[src/rtl/wshb_arbiter_2_if.sv]
// Wishbone bus bundle shared by the arbiter ports; the master modport drives a
// transaction, the slave modport answers it.
interface wshb_if;
   logic        cyc;
   logic        stb;
   logic        we;
   logic [31:0] adr;
   logic [3:0]  sel;
   logic [31:0] dat_ms;
   logic [31:0] dat_sm;
   logic        ack;
   logic        err;
   logic        rty;

   modport master (
      output cyc, stb, we, adr, sel, dat_ms,
      input  dat_sm, ack, err, rty
   );

   modport slave (
      input  cyc, stb, we, adr, sel, dat_ms,
      output dat_sm, ack, err, rty
   );
endinterface

[src/rtl/wshb_arbiter_2.sv]
// Two-port Wishbone arbiter: one master owns the shared slave for the whole of
// its cyc, ownership passes round-robin or with fixed port-0 priority.
module wshb_arbiter_2 #(
   parameter int unsigned ROUND_ROBIN = 1
) (
   input  logic       clk,
   input  logic       rst,
   wshb_if.slave      wshb_ifs_0,
   wshb_if.slave      wshb_ifs_1,
   wshb_if.master     wshb_ifm,
   output logic [1:0] grant
);

   typedef enum logic [1:0] {
      OWNER_NONE = 2'd0,
      OWNER_P0   = 2'd1,
      OWNER_P1   = 2'd2
   } owner_t;

   owner_t owner_q, owner_d;
   logic   last_q, last_d;   // 0 = port 0 served last, 1 = port 1
   logic   rearb;

   always_comb begin
      owner_d = owner_q;
      last_d  = last_q;
      case (owner_q)
         OWNER_P0: rearb = !wshb_ifs_0.cyc;
         OWNER_P1: rearb = !wshb_ifs_1.cyc;
         default:  rearb = 1'b1;
      endcase
      // A releasing owner has cyc low, so it drops out of the candidates by itself.
      if (rearb) begin
         if (wshb_ifs_0.cyc && wshb_ifs_1.cyc) begin
            if ((ROUND_ROBIN != 0) && !last_q) owner_d = OWNER_P1;
            else                               owner_d = OWNER_P0;
         end else if (wshb_ifs_0.cyc) begin
            owner_d = OWNER_P0;
         end else if (wshb_ifs_1.cyc) begin
            owner_d = OWNER_P1;
         end else begin
            owner_d = OWNER_NONE;
         end
         if (owner_d == OWNER_P0) last_d = 1'b0;
         if (owner_d == OWNER_P1) last_d = 1'b1;
      end
   end

   always_ff @(posedge clk) begin
      if (rst) begin
         owner_q <= OWNER_NONE;
         last_q  <= 1'b1;
      end else begin
         owner_q <= owner_d;
         last_q  <= last_d;
      end
   end

   assign wshb_ifs_0.dat_sm = wshb_ifm.dat_sm;
   assign wshb_ifs_1.dat_sm = wshb_ifm.dat_sm;

   always_comb begin
      grant           = 2'b00;
      wshb_ifm.cyc    = 1'b0;
      wshb_ifm.stb    = 1'b0;
      wshb_ifm.we     = 1'b0;
      wshb_ifm.adr    = '0;
      wshb_ifm.sel    = '0;
      wshb_ifm.dat_ms = '0;
      wshb_ifs_0.ack  = 1'b0;
      wshb_ifs_0.err  = 1'b0;
      wshb_ifs_0.rty  = 1'b0;
      wshb_ifs_1.ack  = 1'b0;
      wshb_ifs_1.err  = 1'b0;
      wshb_ifs_1.rty  = 1'b0;
      case (owner_q)
         OWNER_P0: begin
            grant           = 2'b01;
            wshb_ifm.cyc    = wshb_ifs_0.cyc;
            wshb_ifm.stb    = wshb_ifs_0.stb;
            wshb_ifm.we     = wshb_ifs_0.we;
            wshb_ifm.adr    = wshb_ifs_0.adr;
            wshb_ifm.sel    = wshb_ifs_0.sel;
            wshb_ifm.dat_ms = wshb_ifs_0.dat_ms;
            wshb_ifs_0.ack  = wshb_ifm.ack;
            wshb_ifs_0.err  = wshb_ifm.err;
            wshb_ifs_0.rty  = wshb_ifm.rty;
         end
         OWNER_P1: begin
            grant           = 2'b10;
            wshb_ifm.cyc    = wshb_ifs_1.cyc;
            wshb_ifm.stb    = wshb_ifs_1.stb;
            wshb_ifm.we     = wshb_ifs_1.we;
            wshb_ifm.adr    = wshb_ifs_1.adr;
            wshb_ifm.sel    = wshb_ifs_1.sel;
            wshb_ifm.dat_ms = wshb_ifs_1.dat_ms;
            wshb_ifs_1.ack  = wshb_ifm.ack;
            wshb_ifs_1.err  = wshb_ifm.err;
            wshb_ifs_1.rty  = wshb_ifm.rty;
         end
         default: ;
      endcase
   end

endmodule
[src/flat_wrapper.sv]
// flat-port wrapper written by rule: the top's interface ports become plain ports
module wshb_arbiter_2_flat 
#(
   parameter int unsigned ROUND_ROBIN = 1
)
  (clk, rst, grant, wshb_ifs_0_cyc, wshb_ifs_0_stb, wshb_ifs_0_we, wshb_ifs_0_adr, wshb_ifs_0_sel, wshb_ifs_0_dat_ms, wshb_ifs_0_dat_sm, wshb_ifs_0_ack, wshb_ifs_0_err, wshb_ifs_0_rty, wshb_ifs_1_cyc, wshb_ifs_1_stb, wshb_ifs_1_we, wshb_ifs_1_adr, wshb_ifs_1_sel, wshb_ifs_1_dat_ms, wshb_ifs_1_dat_sm, wshb_ifs_1_ack, wshb_ifs_1_err, wshb_ifs_1_rty, wshb_ifm_cyc, wshb_ifm_stb, wshb_ifm_we, wshb_ifm_adr, wshb_ifm_sel, wshb_ifm_dat_ms, wshb_ifm_dat_sm, wshb_ifm_ack, wshb_ifm_err, wshb_ifm_rty);
  wshb_if wshb_ifs_0_i ();
  wshb_if wshb_ifs_1_i ();
  wshb_if wshb_ifm_i ();
  input  logic clk;
  input  logic rst;
  output logic [1:0] grant;
  input wire logic [$bits(wshb_ifs_0_i.cyc)-1:0] wshb_ifs_0_cyc;
  input wire logic [$bits(wshb_ifs_0_i.stb)-1:0] wshb_ifs_0_stb;
  input wire logic [$bits(wshb_ifs_0_i.we)-1:0] wshb_ifs_0_we;
  input wire logic [$bits(wshb_ifs_0_i.adr)-1:0] wshb_ifs_0_adr;
  input wire logic [$bits(wshb_ifs_0_i.sel)-1:0] wshb_ifs_0_sel;
  input wire logic [$bits(wshb_ifs_0_i.dat_ms)-1:0] wshb_ifs_0_dat_ms;
  output wire logic [$bits(wshb_ifs_0_i.dat_sm)-1:0] wshb_ifs_0_dat_sm;
  output wire logic [$bits(wshb_ifs_0_i.ack)-1:0] wshb_ifs_0_ack;
  output wire logic [$bits(wshb_ifs_0_i.err)-1:0] wshb_ifs_0_err;
  output wire logic [$bits(wshb_ifs_0_i.rty)-1:0] wshb_ifs_0_rty;
  input wire logic [$bits(wshb_ifs_1_i.cyc)-1:0] wshb_ifs_1_cyc;
  input wire logic [$bits(wshb_ifs_1_i.stb)-1:0] wshb_ifs_1_stb;
  input wire logic [$bits(wshb_ifs_1_i.we)-1:0] wshb_ifs_1_we;
  input wire logic [$bits(wshb_ifs_1_i.adr)-1:0] wshb_ifs_1_adr;
  input wire logic [$bits(wshb_ifs_1_i.sel)-1:0] wshb_ifs_1_sel;
  input wire logic [$bits(wshb_ifs_1_i.dat_ms)-1:0] wshb_ifs_1_dat_ms;
  output wire logic [$bits(wshb_ifs_1_i.dat_sm)-1:0] wshb_ifs_1_dat_sm;
  output wire logic [$bits(wshb_ifs_1_i.ack)-1:0] wshb_ifs_1_ack;
  output wire logic [$bits(wshb_ifs_1_i.err)-1:0] wshb_ifs_1_err;
  output wire logic [$bits(wshb_ifs_1_i.rty)-1:0] wshb_ifs_1_rty;
  output wire logic [$bits(wshb_ifm_i.cyc)-1:0] wshb_ifm_cyc;
  output wire logic [$bits(wshb_ifm_i.stb)-1:0] wshb_ifm_stb;
  output wire logic [$bits(wshb_ifm_i.we)-1:0] wshb_ifm_we;
  output wire logic [$bits(wshb_ifm_i.adr)-1:0] wshb_ifm_adr;
  output wire logic [$bits(wshb_ifm_i.sel)-1:0] wshb_ifm_sel;
  output wire logic [$bits(wshb_ifm_i.dat_ms)-1:0] wshb_ifm_dat_ms;
  input wire logic [$bits(wshb_ifm_i.dat_sm)-1:0] wshb_ifm_dat_sm;
  input wire logic [$bits(wshb_ifm_i.ack)-1:0] wshb_ifm_ack;
  input wire logic [$bits(wshb_ifm_i.err)-1:0] wshb_ifm_err;
  input wire logic [$bits(wshb_ifm_i.rty)-1:0] wshb_ifm_rty;
  assign wshb_ifs_0_i.cyc = wshb_ifs_0_cyc;
  assign wshb_ifs_0_i.stb = wshb_ifs_0_stb;
  assign wshb_ifs_0_i.we = wshb_ifs_0_we;
  assign wshb_ifs_0_i.adr = wshb_ifs_0_adr;
  assign wshb_ifs_0_i.sel = wshb_ifs_0_sel;
  assign wshb_ifs_0_i.dat_ms = wshb_ifs_0_dat_ms;
  assign wshb_ifs_0_dat_sm = wshb_ifs_0_i.dat_sm;
  assign wshb_ifs_0_ack = wshb_ifs_0_i.ack;
  assign wshb_ifs_0_err = wshb_ifs_0_i.err;
  assign wshb_ifs_0_rty = wshb_ifs_0_i.rty;
  assign wshb_ifs_1_i.cyc = wshb_ifs_1_cyc;
  assign wshb_ifs_1_i.stb = wshb_ifs_1_stb;
  assign wshb_ifs_1_i.we = wshb_ifs_1_we;
  assign wshb_ifs_1_i.adr = wshb_ifs_1_adr;
  assign wshb_ifs_1_i.sel = wshb_ifs_1_sel;
  assign wshb_ifs_1_i.dat_ms = wshb_ifs_1_dat_ms;
  assign wshb_ifs_1_dat_sm = wshb_ifs_1_i.dat_sm;
  assign wshb_ifs_1_ack = wshb_ifs_1_i.ack;
  assign wshb_ifs_1_err = wshb_ifs_1_i.err;
  assign wshb_ifs_1_rty = wshb_ifs_1_i.rty;
  assign wshb_ifm_cyc = wshb_ifm_i.cyc;
  assign wshb_ifm_stb = wshb_ifm_i.stb;
  assign wshb_ifm_we = wshb_ifm_i.we;
  assign wshb_ifm_adr = wshb_ifm_i.adr;
  assign wshb_ifm_sel = wshb_ifm_i.sel;
  assign wshb_ifm_dat_ms = wshb_ifm_i.dat_ms;
  assign wshb_ifm_i.dat_sm = wshb_ifm_dat_sm;
  assign wshb_ifm_i.ack = wshb_ifm_ack;
  assign wshb_ifm_i.err = wshb_ifm_err;
  assign wshb_ifm_i.rty = wshb_ifm_rty;
  wshb_arbiter_2 #(.ROUND_ROBIN(ROUND_ROBIN)) u_core (.clk(clk), .rst(rst), .wshb_ifs_0(wshb_ifs_0_i), .wshb_ifs_1(wshb_ifs_1_i), .wshb_ifm(wshb_ifm_i), .grant(grant));
endmodule
[config.mk]
export PLATFORM = sky130hd
export DESIGN_NAME = wshb_arbiter_2_flat
export DESIGN_NICKNAME = d
export VERILOG_FILES = /design/src/rtl/wshb_arbiter_2_if.sv /design/src/rtl/wshb_arbiter_2.sv /design/src/flat_wrapper.sv
export SDC_FILE = /design/constraint.sdc
export NUM_CORES = 1
export LEC_CHECK = 0
export ABC_AREA = 0
export BUFFER_PORTS_ARGS = -buffer_cell sky130_fd_sc_hd__clkbuf_2
export CAP_MARGIN = 10
export CORE_AREA = 10 10 118 120
export CTS_CLUSTER_DIAMETER = 60
export DETAILED_ROUTE_END_ITERATION = 10
export DIE_AREA = 0 0 128 130
export PLACE_DENSITY_LB_ADDON = 0.25
export SYNTH_ARGS = -nofsm -noshare
export SYNTH_HDL_FRONTEND = slang
export SYNTH_SLANG_ARGS = --single-unit
[constraint.sdc]
create_clock -name clk -period 4.3 [get_ports clk]
set_clock_uncertainty 0.1 [all_clocks]
set_input_delay 0.43 -clock clk [delete_from_list [all_inputs] [get_ports clk]]
set_output_delay 0.43 -clock clk [all_outputs]
set_load 0.01 [all_outputs]
# Word-level counts from Yosys, hierarchy flattened
# Index checks and enable logic that the tools add are counted.
word_totals:
  ff_bits: 3
  inputBits: 179
  word_cells: 32
classes:
  n_reduce_logical: 5
  eq_ne: 4
  mux: 21
op_table:
  columns: ["operator", "count"]
  rows:
  - ["case mux 32 bit (2 select lines)", 2]
  - ["2-to-1 mux 2 bit", 5]
  - ["2-to-1 mux 1 bit", 8]
  - ["case mux 1 bit (2 select lines)", 4]
  - ["case mux 4 bit (2 select lines)", 1]
  - ["equality test 2 x 1 -> 1 bit (second input constant)", 2]
  - ["equality test 2 bit (second input constant)", 2]
  - ["case mux 2 bit (2 select lines)", 1]
  - ["zero test 1 bit", 2]
  - ["AND reduction 2 bit", 1]
  - ["nonzero test 2 bit", 1]
  - ["logical AND 1 bit", 1]

# Depth between registers and ports, before layout
logic_depth:
  ltp_word: 7
  ltp_mapped: 6
  depth_no_buf: 5

# Worst setup path before layout
# Ideal clock, no wire load.
synth_timing:
  path_type: "register to output"
  start: "reg u_core.owner_q[0]"
  end: "out wshb_ifm_adr[0]"
  required_time_ps: 3770
  path_buffers: 2
  stages_incl_launch_ff: 6
  arrival_ps: 1256
  path_slack_ps: 2514
  cell_sequence: "dfxtp_1 -> inv_1 -> ha_1 -> buf_2 -> clkbuf_1 -> nor2_1"
synth_via:
  elab_chain_cells: 2
  word_cells_on_any_way: 3
synth_lines:
  columns: ["item", "line_no", "text"]
  rows:
  - ["start, declared", "wshb_arbiter_2.sv:20", "owner_t owner_q, owner_d;"]
  - ["start signal, assigned", "wshb_arbiter_2.sv:54", "owner_q <= owner_d;"]
  - ["equality test 2 bit or equality test 2 x 1 -> 1 bit (tied branches)", "wshb_arbiter_2.sv:76", "case (owner_q)"]
  - ["case mux 32 bit (2 select lines) (*)", "wshb_arbiter_2.sv:76", null]
  - ["end, declared", "flat_wrapper.sv:36", "output wire logic [$bits(wshb_ifm_i.adr)-1:0] wshb_ifm_adr;"]
# Mark *: on every way between the ends. The rest lies on a longest branch, timed or not.

# Worst setup path in the final report
layout_timing:
  start: "reg u_core.owner_q[0]"
  end: "out wshb_ifm_dat_ms[27]"
layout_via:
  elab_chain_cells: 2
  word_cells_on_any_way: 3
layout_lines:
  columns: ["item", "line_no", "text"]
  rows:
  - ["equality test 2 bit or equality test 2 x 1 -> 1 bit (tied branches)", "wshb_arbiter_2.sv:76", null]
  - ["case mux 32 bit (2 select lines) (*)", "wshb_arbiter_2.sv:76", null]
  - ["end, declared", "flat_wrapper.sv:38", "output wire logic [$bits(wshb_ifm_i.dat_ms)-1:0] wshb_ifm_dat_ms;"]
# Marks and branches as above.

==> qor.yml <==
leakage_nw: 1.31
layout.nets: 587
maxClockFrequency_mhz: 354
fin_crit_sh_pct: 65.7
firstDrtPassIters: 4
die_area_um2: 16600
rows: 40
p_clk_share_pct: 29.3
clock_path_buffers: 2
netlist_area_um2: 1660
max-slew-margin-rel_pct: 37.2
cts-hold-fix-buffers: 0
initial_core_util_pct: 14.2
required_ns: 3.77
routabilityCongestion: 0.782
final_common_cell: "clkbuf_2"
die_x_um: 128
cp_slowest_stage_delay_ns: 0.62
drv_cap: 0
cp.arrival_ns: 2.30
ios: 322
syn_nets: 442
wire_per_inst_um: 16.1
p_total_mw: 0.502
grt_pass1_wl_um: 13000
p_sw_share_pct: 42.7
hold_path.class: "input port to flop"
cts_root_buffer: "clkbuf_16"
ys_ff_latch: 3
antenna_left: 0
core_um2: 11700
critical_path.top_delay_family: "buffers and inverters"
r2r_slack_ns: 1.85
internal-power_mw: 0.288
syn_inst: 259
final_cells: 550
cts_resized: 0
dp_cells: 546
clk_pin_slew_ns: 0.03
endpoint_kind: "output pin"
clkLatencyLatePin_ns: 0.22
tightest_slew_ns: 0.942
yosysWarnings: 0
grt_usage_pct: 9.30
final_cell_mix: "225 x clkbuf_2, 71 x a22oi_1, 71 x nor2_1"
grt_overflow: 0
power_density_nw_per_um2: 204
critPathLaunchType: "flop"
io_buffers: 225
ys_types: 18
grt_max_degree: 49
cts_setup_buffers: 0
comb_power_share_pct: 63.7
vdd_drop_max_uv: 224
cts_buffers: 3
grt_antenna_before_repair: 0
vias: 2372
viasPerCell: 4.31
rsz0062_at_grt: "false"
htreeDepth: 1
area_delta_synth_final_pct: 48.3
cts_tree: "done"
drc: 0
cp_slowest_cell: "ha_2"
drt_iter0_drc: 102
cts_sinks: 3
fill_cells: 1350
insertedDiodeCount: 0
setup.worst_path.class: "flop to output pin"
outcome: "complete, no violations"
switching_power_mw: 0.214
worstPathMaxFanout: 42
worstPathCellList: "inv_1, ha_2, buf_4, a22oi_1, nor2_1, clkbuf_2"
hold_viol: 0
hpwlAfterDp_um: 7660
grt_pass1_vias: 2478
die_y_um: 130
fin_crit_ns: 2.83
finalSetupViolCount: 0
setup_tns_ns: 0
slew_violations: 0
drive_above_1_share_pct: 58.1
synth-seq-area-share_pct: 3.61
totalWireLength_um: 8840
seq_power_share_pct: 6.9
syn_avg_cell_area_um2: 6.42
worst-path-buf-inv: 3
[power groups by stage]
| stage | clock network, mW | registers [mW] | logic (mW) |
|---|---|---|---|
| 6_report | 0.147 | 0.0348 | 0.320 |
| 4_1_cts | 0.149 | 0.0349 | 0.327 |
| 5_1_grt | 0.153 | 0.0354 | 0.359 |
| 3_3_place_gp | 0 | 0.0350 | 0.322 |
| 2_1_floorplan | 0 | 0.0344 | 0.252 |
| 3_5_place_dp | 0 | 0.0353 | 0.326 |
[layer usage]
| layer | GRT usage (%) | vias to the layer above | part of all wire, % |
|---|---|---|---|
| li1 | - | 1135 | - |
| met1 | 9.10 | 1056 | 33 |
| met2 | 16.6 | 144 | 51 |
| met3 | 4.10 | 37 | 12 |
| met4 | 4.37 | 0 | 4.3 |
| met5 | 0 | - | 0 |
[metrics by stage]
step                util, %  hold WS [ns]  setup slack [ns]  instance area [um^2]
finish                 21.1         0.313              1.47                  2470
global route           21.1         0.328              1.24                  2470
global placement       20.4         0.402              1.75                  2390
floorplan                 -         0.374              2.51                  1660
CTS                    21.1         0.313              1.44                  2470
detailed placement     20.4         0.417              1.67                  2390
[cells in the mapped netlist (all sizes together)]
master	number	share of area, %
nor2b	1	0.38
ha	4	3.0
and2	6	2.3
clkbuf	6	1.4
dfxtp	3	3.6
nor2	71	16
a221o	2	1.2
o221ai	1	0.53
a22oi	71	32
nand2b	2	1.2
nand4	2	0.75
o21ai	2	0.60
buf	82	36
inv	4	0.90
a21oi	2	0.60
[worst paths after layout]
| path | depth (start not counted) | end | start |
|---|---|---|---|
| hold reg to reg | 2 | u_core.owner_q[1]$_SDFFE_PP0P_ | u_core.owner_q[1]$_SDFFE_PP0P_ |
| setup / recovery | 6 | wshb_ifm_dat_ms[27] | u_core.owner_q[0]$_SDFFE_PP0P_ |
| setup reg to reg | 6 | u_core.last_q$_SDFFE_PP1P_ | u_core.owner_q[0]$_SDFFE_PP0P_ |
| hold / removal | 2 | u_core.owner_q[1]$_SDFFE_PP0P_ | rst |
[state kept, by name, summed over array words and instances (netlist names)]
signal,count
u_core.owner_q,2
u_core.last_q,1
[worst register-to-register path: cells and delay by family (launching register included)]
kind / cells / cell delay [ns]
adder cells (fa/ha/maj): 1 / 0.62
AO/OA/AOI/OAI: 2 / 0.43
flip-flops: 1 / 0.33
buffers and inverters: 2 / 0.61
AND/OR/NAND/NOR: 1 / 0.25
[cells by family after synthesis]
logic type / after synthesis / synth area share, %
compound gates: 78 / 35.0
buf+inv: 92 / 37.8
flops: 3 / 3.61
fa+ha+maj: 4 / 3.01
simple gates: 82 / 20.6
[final cells by class]
cell class              count  area, um^2  share of cell area (%)
inverters                   4        15.0                   0.609
flip-flops and latches      3        60.1                    2.44
clock buffers               4        78.8                    3.20
repair buffers            228        1150                    46.6
multi-input cells         164         980                    39.7
well taps                 147         184                    7.46
Power figures use the tool's default switching activity.
